==> src/rtl/axis_data_gen.sv <==
// -----------------------------------------------------------------------------
// axis_data_gen
//
// AXI-Stream test-pattern source behind an ap_ctrl_hs-style handshake. Each
// accepted start emits `size` beats carrying an incrementing counter
// (0, 1, ... size-1). The final beat carries tlast. ap_done pulses for one
// cycle after that beat has been accepted.
//
// Ports:
//   ap_clk    in   1      clock, rising edge
//   ap_rst_n  in   1      asynchronous active-low reset
//   size      in   32     beats per run, latched when a start is accepted
//   ap_start  in   1      start request (level), sampled only while idle
//   ap_done   out  1      one-cycle pulse after the final beat is accepted
//   ap_idle   out  1      high while idle
//   ap_ready  out  1      high in the cycle a start is accepted
//   tdata     out  WIDTH  stream data (beat index)
//   tvalid    out  1      stream valid
//   tlast     out  1      final beat of a run
//   tready    in   1      stream ready from the consumer
// -----------------------------------------------------------------------------
module axis_data_gen #(
    parameter int WIDTH = 32
) (
    input  logic             ap_clk,
    input  logic             ap_rst_n,
    input  logic [31:0]      size,
    input  logic             ap_start,
    output logic             ap_done,
    output logic             ap_idle,
    output logic             ap_ready,
    output logic [WIDTH-1:0] tdata,
    output logic             tvalid,
    output logic             tlast,
    input  logic             tready
);

    typedef enum logic [1:0] {
        IDLE = 2'd0,
        RUN  = 2'd1,
        DONE = 2'd2
    } state_t;

    state_t      state;
    logic [31:0] idx;
    logic [31:0] size_q;
    logic        last_beat;

    // size_q is never 0 while in RUN, so the subtraction cannot wrap there.
    assign last_beat = (idx == size_q - 32'd1);

    // NOTE: every register here is written with <= so all flops update from
    // the same pre-edge values; blocking assignments would create ordering
    // dependencies between the state, idx and size_q updates.
    always_ff @(posedge ap_clk or negedge ap_rst_n) begin
        if (!ap_rst_n) begin
            state  <= IDLE;
            idx    <= '0;
            size_q <= '0;
        end else begin
            case (state)
                IDLE: begin
                    if (ap_start) begin
                        size_q <= size;
                        idx    <= '0;
                        state  <= (size == 32'd0) ? DONE : RUN;
                    end
                end
                RUN: begin
                    // Without acceptance idx holds, so tdata/tlast stay stable.
                    if (tready) begin
                        idx <= idx + 32'd1;
                        if (last_beat) begin
                            state <= DONE;
                        end
                    end
                end
                DONE:    state <= IDLE;
                default: state <= IDLE;
            endcase
        end
    end

    // All outputs decode registered state; only ap_ready also looks at ap_start.
    // tready never reaches an output combinationally.
    assign ap_idle  = (state == IDLE);
    assign ap_ready = (state == IDLE) && ap_start;
    assign ap_done  = (state == DONE);
    assign tvalid   = (state == RUN);
    assign tlast    = (state == RUN) && last_beat;

    generate
        if (WIDTH <= 32) begin : g_narrow
            assign tdata = idx[WIDTH-1:0];
        end else begin : g_wide
            assign tdata = {{(WIDTH-32){1'b0}}, idx};
        end
    endgenerate

endmodule

==> config.mk <==
export PLATFORM = sky130hd
export DESIGN_NAME = axis_data_gen
export DESIGN_NICKNAME = d
export VERILOG_FILES = /design/src/rtl/axis_data_gen.sv
export SDC_FILE = /design/constraint.sdc
export NUM_CORES = 1
export LEC_CHECK = 0
export CAP_MARGIN = 5
export CORE_MARGIN = 5
export CORE_UTILIZATION = 45
export CTS_BUF_LIST = sky130_fd_sc_hd__clkbuf_4
export DETAILED_ROUTE_END_ITERATION = 10
export PLACE_DENSITY = 0.79
export SKIP_CTS_REPAIR_TIMING = 1
export SYNTH_ARGS = -nofsm -noshare
export SYNTH_HDL_FRONTEND = slang
export SYNTH_SLANG_ARGS = --single-unit
==> constraint.sdc <==
create_clock -name ap_clk -period 9.25 [get_ports ap_clk]
set_input_delay 1.3875 -clock ap_clk [delete_from_list [all_inputs] [get_ports ap_clk]]
set_output_delay 1.3875 -clock ap_clk [all_outputs]
set_load 0.01 [all_outputs]
==> impl_metrics.sql <==
INSERT INTO impl_metrics (metric_group, metric, value, unit) VALUES
('worst_hold_path', 'hold_start', 'size_q[31]$_DFFE_PN0P_', ''),
('synthesis', 'netlist.area_leader.share', '38.2', '%'),
('placement', 'port_buffers', '72', ''),
('global_route', 'number_of_antenna_violations_at_the_first_check_in_global_routing', '0', ''),
('sta', 'fin_crit', '5.48', 'ns'),
('layout', 'layout.nets', '573', ''),
('global_route', 'grt_first_pass_wirelength', '19600', 'µm'),
('synthesis', 'synth.net_count', '509', ''),
('setup_path', 'rr_startpoint', 'size_q[0]$_DFFE_PN0P_', ''),
('synthesis', 'async_flop_share', '100', '%'),
('layout', 'final_util', '56.6', '%'),
('synthesis', 'synth_seq_area_share', '38.2', '%'),
('die', 'placementRows', '35', ''),
('die', 'die_height', '108', 'µm'),
('detailed_routing', 'detail_route.wirelength', '11900', 'µm'),
('sta', 'worst-slew-pin-transition', '0.843', 'ns'),
('clock_tree', 'cts_sinks', '66', ''),
('sta', 'count_of_final_max_slew_check_failures', '0', ''),
('worst_hold_path', 'whs_endpoint', 'size_q[31]$_DFFE_PN0P_', ''),
('placement', 'post_placement_setup_slack', '4.27', 'ns'),
('clock_tree', 'cts_tree', 'built', ''),
('detailed_routing', 'detail_route.drc_violations', '0', ''),
('sta', 'slack_of_the_critical_path', '3.77', 'ns'),
('placement', 'placed_area', '5120', 'µm²'),
('placement', 'place.gp.congestion', '0.909', ''),
('clock_tree', 'clk_latency', '0.43', 'ns'),
('clock_tree', 'htree_levels', '3', ''),
('die', 'die_span_x', '108', 'µm'),
('layout', 'sequential_cell_area', '1650', 'µm²'),
('sta', 'rsz0062_at_grt', 'no', ''),
('sta', 'slew_headroom', '43.8', '%'),
('setup_path', 'timing.critical_path.arrival', '4.09', 'ns'),
('die', 'initial_core_util', '46.6', '%'),
('worst_hold_path', 'holdPathStages', '1', ''),
('clock_tree', 'cts_root_buffer', 'clkbuf_4', ''),
('layout', 'final_cell_area', '5260', 'µm²'),
('setup_path', 'path_max_fanout', '10', ''),
('clock_tree', 'cts.reportedPaths.clkPinSlew', '0.12', 'ns'),
('setup_path', 'worstRegToRegCells', '9', ''),
('setup_path', 'startpoint_type', 'flip-flop', ''),
('detailed_routing', 'detail-route-antenna-nets', '0', ''),
('synthesis', 'post_synth_main_area_contributors', 'dfrtp_1 (38%), mux2_2 (7.6%), xnor2_1 (5.7%)', ''),
('clock_tree', 'cts.path.max_buffers', '2', ''),
('setup_path', 'timing_worst_setup_path_type', 'flip-flop to output port', ''),
('power', 'pwr_density_cell', '126', 'nW/µm²'),
('global_route', 'maximum_number_of_pins_on_one_net_before_global_route_repair', '71', ''),
('layout', 'layout-drive-gt1-share', '11.3', '%'),
('global_route', 'gr-total-overflow', '0', ''),
('synthesis', 'yosys-top-cells-count', 'dfrtp_1 (66), nor2_1 (47), mux2_2 (29), xnor2_1 (28)', ''),
('sta', 'setup_tns', '0', 'ns'),
('setup_path', 'cp.buffers_inverters', '2', ''),
('detailed_routing', 'route.detailed.vias_per_inst', '5.94', ''),
('die', 'io-pin-count', '73', ''),
('run_status', 'run_status', 'finished clean', ''),
('synthesis', 'ys_warn_count', '0', ''),
('setup_path', 'r2r_slack', '5.79', 'ns'),
('sta', 'period_share', '59.3', '%'),
('synthesis', 'yosysUniqueCellTypes', '61', ''),
('clock_tree', 'cts_buffers', '9', ''),
('sta', 'clock-skew-final', '0.0135', 'ns'),
('layout', 'fillerInstances', '840', ''),
('detailed_routing', 'route.vias.total', '3982', ''),
('synthesis', 'post_synth_edffs', '0', ''),
('synthesis', 'synth-seq-cells', '66', ''),
('setup_path', 'timing.critical_path.required', '7.86', 'ns'),
('setup_path', 'worst_r2r_end', 'state[0]$_DFFE_PN0P_', ''),
('setup_path', 'critical_path_cell_sequence', 'inv_1 > ha_1 > or4b_4 > or3_4 > nor4_1 > o22ai_1 > nor4_1 > nand4b_1 > nor4_1 > clkdlybuf4s50_1', ''),
('layout', 'multiInputGateArea', '2520', 'µm²'),
('sta', 'hold_viol', '0', ''),
('synthesis', 'synthesis.area', '4320', 'µm²'),
('setup_path', 'cpLargestDelayFamily', 'simple AND/OR/NAND/NOR gates', '');
==> final cells by class <==
cell class	count	share of cell area [%]
Antenna cell	1	0.0476
Clock buffer	9	1.28
Clock inverter	7	1.31
Inverter	11	0.785
Multi-Input combinational cell	371	47.9
Sequential cell	66	31.4
Tap cell	129	3.07
Timing Repair Buffer	76	14.2
==> metrics by stage <==
step | hold WS, ns | std cells
2_1_floorplan | 0.502 | 471
3_3_place_gp | 0.515 | 653
3_5_place_dp | 0.522 | 653
4_1_cts | 0.549 | 669
5_1_grt | 0.571 | 669
6_report | 0.547 | 670
==> placed cells by master, fill, tap and decap left out, types with 5 or more instances in the layout <==
cell,n
nor2_1,47
clkbuf_4,9
nand3_1,26
nand4_1,17
a211o_1,5
clkdlybuf4s50_1,71
a21oi_1,10
nor3_1,14
xnor2_1,28
or4_1,7
dfrtp_1,66
or3_1,14
inv_1,11
o21ai_0,21
xor2_1,27
and3_1,6
mux2_2,29
nand2_1,23
nor4_1,27
==> cells by family after synthesis <==
group	share of synthesized area [%]
adders and majority gates	0.579
buffers and inverters	3.53
and+or+nand+nor	26.9
AOI/OAI and AO/OA	11.8
muxes	7.79
xor gates and xnor gates	11.1
DFF	38.2
==> how the worst max path moves through the flow <==
stage,endpoint,depth (start not counted),slack (ns),start
2_1_floorplan,tlast,10,4.87,size_q[0]$_DFFE_PN0P_
4_1_cts,tlast,10,3.77,size_q[0]$_DFFE_PN0P_
5_1_grt,tlast,10,3.53,size_q[0]$_DFFE_PN0P_
3_3_place_gp,tlast,10,4.32,size_q[0]$_DFFE_PN0P_
6_report,tlast,10,3.77,size_q[0]$_DFFE_PN0P_
3_5_place_dp,tlast,10,4.27,size_q[0]$_DFFE_PN0P_
==> report_power, final <==
part / leakage [nW] / internal [mW] / switching (mW)
logic: 1.27 / 0.0731 / 0.0584
clock network: 0.0737 / 0.0818 / 0.113
registers: 0.872 / 0.304 / 0.0309
total: 2.21 / 0.459 / 0.202
==> registers in the layout (all words and copies together), names as in the netlist <==
register	flops
size_q	32
tdata	32
state	2
==> metal layers <==
| metal | global-route usage (%) | wire length, µm |
|---|---|---|
| met1 | 28.5 | 5440 |
| met2 | 34.6 | 5760 |
| met3 | 4.30 | 540 |
| met4 | 6.67 | 170 |
| met5 | 0 | 0 |
==> worst register-to-register path, cell delays in order (launching register included) <==
cell and delay [ns]:
dfrtp_1 0.44, inv_1 0.09, ha_1 0.30, or4b_4 0.58
or3_4 0.38, or4_1 0.54, o41a_1 0.15, a211o_1 0.33
o41ai_2 0.37, o311ai_1 0.14
(Power assumes the default switching activity.)
